$ cat config.mk
export PLATFORM = sky130hd
export DESIGN_NAME = vppm_window_ctrl
export DESIGN_NICKNAME = d
export VERILOG_FILES = /design/src/rtl/vppm_pkg.sv /design/src/rtl/vppm_sample_counter.sv /design/src/rtl/vppm_window_ctrl.sv
export SDC_FILE = /design/constraint.sdc
export NUM_CORES = 1
export LEC_CHECK = 0
export CORE_UTILIZATION = 56
export CTS_BUF_LIST = sky130_fd_sc_hd__clkbuf_4 sky130_fd_sc_hd__clkbuf_8
export DETAILED_ROUTE_END_ITERATION = 10
export PLACE_DENSITY = 0.95
export SLEW_MARGIN = 20
export SYNTH_ARGS = -nofsm -noshare
export SYNTH_HDL_FRONTEND = slang
export SYNTH_SLANG_ARGS = --single-unit
$ cat constraint.sdc
create_clock -name clk -period 4.2 [get_ports clk]
set_clock_uncertainty 0.2 [all_clocks]
set_input_delay 1.05 -clock clk [delete_from_list [all_inputs] [get_ports clk]]
set_output_delay 1.05 -clock clk [all_outputs]
set_load 0.005 [all_outputs]
$ cat src/rtl/vppm_pkg.sv
// Shared VPPM definitions: window FSM states, default geometry, count width.
// Used by the window controller and the peak/decision stages.
package vppm_pkg;

    localparam int VPPM_NBADD     = 8;
    localparam int VPPM_NBITS2    = 12;
    localparam int VPPM_N_DEFAULT = 96;
    localparam int VPPM_CNT_W     = VPPM_NBADD + 5;

    typedef enum logic [1:0] {
        IDLE  = 2'd0,
        GUARD = 2'd1,
        ACQ   = 2'd2,
        LATCH = 2'd3
    } vppm_state_t;

    function automatic int vppm_sym_len(input int nbits2);
        return 1 << nbits2;
    endfunction

    localparam int VPPM_SYM_LEN = vppm_sym_len(VPPM_NBITS2);

endpackage

$ cat src/rtl/vppm_sample_counter.sv
// Strobe-gated sample counter with synchronous clear; wraps SYM_LEN-1 -> 0 and
// flags the terminal count so the FSM can detect the symbol boundary.
module vppm_sample_counter #(
    parameter int W       = 13,
    parameter int SYM_LEN = 4096
) (
    input  logic         clk,
    input  logic         rst,
    input  logic         clr,
    input  logic         inc,
    output logic [W-1:0] count,
    output logic         tc
);

    localparam logic [W-1:0] LAST = W'(SYM_LEN - 1);

    assign tc = (count == LAST);

    always_ff @(posedge clk) begin
        if (rst || clr) begin
            count <= '0;
        end else if (inc) begin
            count <= tc ? '0 : count + W'(1);
        end
    end

endmodule

$ cat src/rtl/vppm_window_ctrl.sv
// Per-symbol sequencer for the VPPM peak detector: guard/acquire/latch windows,
// decimation phase and valid/ready result handshake. Option macro: VPPM_RESYNC_EN.
module vppm_window_ctrl
    import vppm_pkg::*;
#(
    parameter int NBADD  = VPPM_NBADD,
    parameter int NBITS2 = VPPM_NBITS2,
    parameter int N      = VPPM_N_DEFAULT
) (
    input  logic             clk,
    input  logic             rst,
    input  logic             enable,
    input  logic             sync_pulse,
    input  logic             sample_stb,
    output logic [NBADD+4:0] count_o,
    output logic             acq_en,
    output logic             acq_phase,
    output logic             peak_clear,
    output logic             peak_latch,
    output logic             sym_valid,
    input  logic             sym_ready,
    output logic [7:0]       sym_index,
    output logic             overrun
);

    localparam int                CNT_W   = NBADD + 5;
    localparam int                SYM_LEN = vppm_sym_len(NBITS2);
    localparam logic [CNT_W-1:0] N_CNT   = CNT_W'(N);

    vppm_state_t state;
    logic        cnt_clr;
    logic        cnt_inc;
    logic        cnt_tc;
    logic        resync;

`ifdef VPPM_RESYNC_EN
    assign resync = sync_pulse && (state != IDLE);
`else
    assign resync = 1'b0;
`endif

    // The counter is held at zero outside a running symbol; a resync also
    // swallows any coincident strobe.
    always_comb begin
        cnt_clr = !enable || (state == IDLE) || resync;
        cnt_inc = sample_stb && (state != IDLE);
    end

    vppm_sample_counter #(
        .W       (CNT_W),
        .SYM_LEN (SYM_LEN)
    ) u_counter (
        .clk   (clk),
        .rst   (rst),
        .clr   (cnt_clr),
        .inc   (cnt_inc),
        .count (count_o),
        .tc    (cnt_tc)
    );

    always_ff @(posedge clk) begin
        if (rst) begin
            state      <= IDLE;
            acq_en     <= 1'b0;
            acq_phase  <= 1'b1;
            peak_clear <= 1'b0;
            peak_latch <= 1'b0;
            sym_index  <= '0;
        end else begin
            peak_clear <= 1'b0;
            peak_latch <= 1'b0;
            if (!enable) begin
                state     <= IDLE;
                acq_en    <= 1'b0;
                acq_phase <= 1'b1;
            end else if (resync) begin
                state      <= GUARD;
                acq_en     <= 1'b0;
                acq_phase  <= 1'b1;
                peak_clear <= 1'b1;
            end else begin
                case (state)
                    IDLE: begin
                        if (sync_pulse) begin
                            state      <= GUARD;
                            acq_phase  <= 1'b1;
                            peak_clear <= 1'b1;
                        end
                    end
                    GUARD: begin
                        if (sample_stb && count_o == N_CNT) begin
                            state     <= ACQ;
                            acq_en    <= 1'b1;
                            acq_phase <= 1'b1;
                        end
                    end
                    ACQ: begin
                        if (sample_stb) begin
                            acq_phase <= ~acq_phase;
                            if (cnt_tc) begin
                                state      <= LATCH;
                                acq_en     <= 1'b0;
                                peak_latch <= 1'b1;
                                sym_index  <= sym_index + 8'd1;
                            end
                        end
                    end
                    LATCH: begin
                        state      <= GUARD;
                        peak_clear <= 1'b1;
                    end
                    default: state <= IDLE;
                endcase
            end
        end
    end

    // A latch always (re)asserts valid; acceptance only drops it when no new
    // result lands in the same cycle.
    always_ff @(posedge clk) begin
        if (rst) begin
            sym_valid <= 1'b0;
            overrun   <= 1'b0;
        end else if (peak_latch) begin
            sym_valid <= 1'b1;
            if (sym_valid && !sym_ready) overrun <= 1'b1;
        end else if (sym_valid && sym_ready) begin
            sym_valid <= 1'b0;
        end
    end

endmodule

==> results.sh <==
export IMPL_layout_worst_path_cycle_share=0.7655
export IMPL_mappedNetlistNets=190
export IMPL_power_static_leakage_nw=0.6432
export IMPL_finalWeightedCongestion=0.8757
export IMPL_antennaDiodeCount=0
export IMPL_place_area_um2=1828
export IMPL_final_hold_viol_count=0
export IMPL_setup_cp_type="in -> reg"
export IMPL_flow_area_growth_from_synthesis_pct=26.40
export IMPL_postCtsSetupRepairBufs=0
export IMPL_antenna_found_initial=0
export IMPL_setup_failing_eps_final=0
export IMPL_floorplan_core_area_um2=2500
export IMPL_setup_tns_ns=0
export IMPL_synth_yosys_warnings=0
export IMPL_placement_io_buffers=32
export IMPL_post_dp_hpwl_um=2568
export IMPL_maxSlewHeadroom=0.6449
export IMPL_clk_transition_reported_paths_ns=0.09
export IMPL_cts_max_path_buffers=2
export IMPL_ir_drop_uv=272.0
export IMPL_synth_cell_area_um2=1493
export IMPL_worstPathRequired_ns=4.26
export IMPL_die_height_um=53.63
export IMPL_drc=0
export IMPL_grt_pass1_vias=1314
export IMPL_timing_critical_path_fanout_max=15
export IMPL_die_w_um=53.63
export IMPL_io_pins=33
export IMPL_share_of_async_settable_or_async_resettable_flops_after_synthesis=0
export IMPL_fin_area_um2=1887
export IMPL_grt_first_pass_wirelength_um=5554
export IMPL_synth_flop_cell="sky130_fd_sc_hd__dfxtp_1"
export IMPL_h_tree_depth=2
export IMPL_route_final_wire_length_um=3505
export IMPL_synth_enable_flop_cells=0
export IMPL_average_wire_per_standard_cell_um=14.67
export IMPL_most_prevalent_standard_cell_on_the_critical_path="sky130_fd_sc_hd__or4_1"
export IMPL_worstPathCellList="clkdlybuf4s50_1 -> nand4b_1 -> or4_1 -> or4_1 -> a21oi_1"
export IMPL_fmax_mhz=311.0
export IMPL_final_cells=239
export IMPL_gr_overflow_total=0
export IMPL_crit_path_end_kind="flop"
export IMPL_pre_cts_slack_ns=0.6842
export IMPL_placed_cells=232
export IMPL_floorplan_rows=18
export IMPL_critical_path_arrival_ns=3.28
export IMPL_layout_commonest_cell="sky130_fd_sc_hd__clkdlybuf4s50_1"
export IMPL_clkLatencyLatePin_ns=0.34
export IMPL_vias=1410
export IMPL_post_synth_cell_area_avg_um2=8.530
export IMPL_cap_viol_max_count=0
export IMPL_synth_yosys_seq_area_share=0.3889
export IMPL_timing_final_crit_period_ns=3.215
export IMPL_post_route_cells_drive_above_1_share=0.05263
export IMPL_final_setup_worst_slack_ns=0.9850
export IMPL_die_outline_area_um2=2876
export IMPL_cts_root_buffer="sky130_fd_sc_hd__clkbuf_4"
export IMPL_cts_sinks=29
export IMPL_power_density_nw_per_um2=262.5
export IMPL_top_library_cells_by_usage_in_the_layout_fill_and_taps_aside="32 x sky130_fd_sc_hd__clkdlybuf4s50_1, 29 x sky130_fd_sc_hd__dfxtp_1, 20 x sky130_fd_sc_hd__nor2_1, 13 x sky130_fd_sc_hd__nand2_1, 11 x sky130_fd_sc_hd__a21oi_1"
export IMPL_synth_cell_type_count=33
export IMPL_total_design_power_uw=495.3
export IMPL_cts_resized=0
export IMPL_tritoncts="done"
export IMPL_grt_setup_unrepaired="false"
export IMPL_slew_viol_final=0
export IMPL_final_nets=224
export IMPL_timing_critical_path_from_type="primary input"
export IMPL_detail_route_vias_per_cell=5.900
export IMPL_run_status="finished clean"
export IMPL_yosys_register_bits=29
export IMPL_cts_made_buffers=5
export IMPL_dr_first_iter_drc_count=22
export IMPL_class_of_the_worst_hold_path="reg -> reg"
export IMPL_grtUsageTotal=0.2770
export IMPL_pin_count_of_the_biggest_net_entering_global_routing=17
export IMPL_critPathMaxStageDelay_ns=0.68
export IMPL_drt_pre_antenna_iters=4
export IMPL_synthCells=175
export IMPL_floorplan_initialDensity=0.5971
export IMPL_final_antenna_net_count=0
export IMPL_worst_slew_pin_slew_ns=0.5310
export IMPL_cp_slowest_cell="sky130_fd_sc_hd__clkdlybuf4s50_1"
export IMPL_cts_hold_buffers=0
[report_power, final]
group | switching (mW) | internal [mW] | leakage (nW)
Sequential | 0.00237 | 0.277 | 0.234
Clock | 0.0974 | 0.0853 | 0.0348
Combinational | 0.0180 | 0.0154 | 0.375
[through the flow]
| stage | utilization | hold slack, ns |
|---|---|---|
| global route | 0.7548 | 0.3266 |
| global placement | 0.7312 | 0.2478 |
| detailed placement | 0.7312 | 0.2783 |
| floorplan | - | 0.2604 |
| CTS | 0.7548 | 0.3056 |
| finish | 0.7548 | 0.2959 |
[cell families (layout without fill, tap and decap cells)]
family / after synthesis / in the layout / share of synthesized area
and+or+nand+nor: 85 / 85 / 0.3085
DFF: 29 / 29 / 0.3889
AOI/OAI and AO/OA: 24 / 24 / 0.1006
buffers and inverters: 14 / 48 / 0.03772
adders and majority gates: 9 / 9 / 0.07544
xor gates and xnor gates: 9 / 9 / 0.05281
muxes: 5 / 5 / 0.03604
[final cells by class]
cell class	count	area, µm²
inverter	9	33.78
multi-input combinational	132	855.8
tap	30	37.54
fill	188	613.1
timing repair buffer	32	320.3
clock buffer	7	58.81
sequential	29	580.6
[final timing paths]
check                          start      endpoint  slack, ns  cells past startpoint
setup reg to reg  u_counter.count[2]  sym_index[6]       1.74                      4
setup / recovery          sample_stb  sym_index[6]       0.98                      5
hold / removal               overrun       overrun       0.30                      2
hold reg to reg              overrun       overrun       0.30                      2
[synth_stat cells, types with 2 or more instances]
cell	instances	share of area
sky130_fd_sc_hd__dfxtp_1	29	0.39
sky130_fd_sc_hd__nor2_1	20	0.050
sky130_fd_sc_hd__nand2_1	13	0.033
sky130_fd_sc_hd__a21oi_1	11	0.037
sky130_fd_sc_hd__ha_1	9	0.075
sky130_fd_sc_hd__inv_1	9	0.023
sky130_fd_sc_hd__nand3_1	8	0.027
sky130_fd_sc_hd__xnor2_1	8	0.047
sky130_fd_sc_hd__nor2b_1	7	0.029
sky130_fd_sc_hd__nor3_1	7	0.023
sky130_fd_sc_hd__nand2b_1	6	0.025
sky130_fd_sc_hd__o21ai_0	5	0.017
sky130_fd_sc_hd__or3_1	5	0.021
sky130_fd_sc_hd__or4_1	5	0.025
sky130_fd_sc_hd__nor4_1	4	0.017
sky130_fd_sc_hd__mux2_2	3	0.023
sky130_fd_sc_hd__or4b_1	3	0.020
sky130_fd_sc_hd__buf_2	2	0.0067
sky130_fd_sc_hd__clkbuf_1	2	0.0050
sky130_fd_sc_hd__mux2i_1	2	0.013
sky130_fd_sc_hd__nand4_1	2	0.0084
sky130_fd_sc_hd__o211ai_1	2	0.010
sky130_fd_sc_hd__o31ai_1	2	0.010
sky130_fd_sc_hd__o41a_1	2	0.015
[registers in the layout (all words and copies together) (netlist names)]
register and count:
acq_en 1, acq_phase 1, overrun 1, peak_clear 1, peak_latch 1, state 2
sym_index 8, sym_valid 1, u_counter.count 13
[critical path, delay by kind of cell]
kind            cells  cell delay, ns
simple gates        3            1.39
compound gates      1            0.15
buf+inv             1            0.68
[per-layer routing]
layer,vias to the layer above,global-route usage,wire [µm],part of all wire
li1,688,-,-,-
met4,0,0.1667,78,0.022
met2,45,0.5042,1776,0.51
met5,-,0,0,0
met3,7,0.07345,181,0.052
met1,670,0.2796,1469,0.42
No activity file was read; power rests on OpenSTA's default activity.
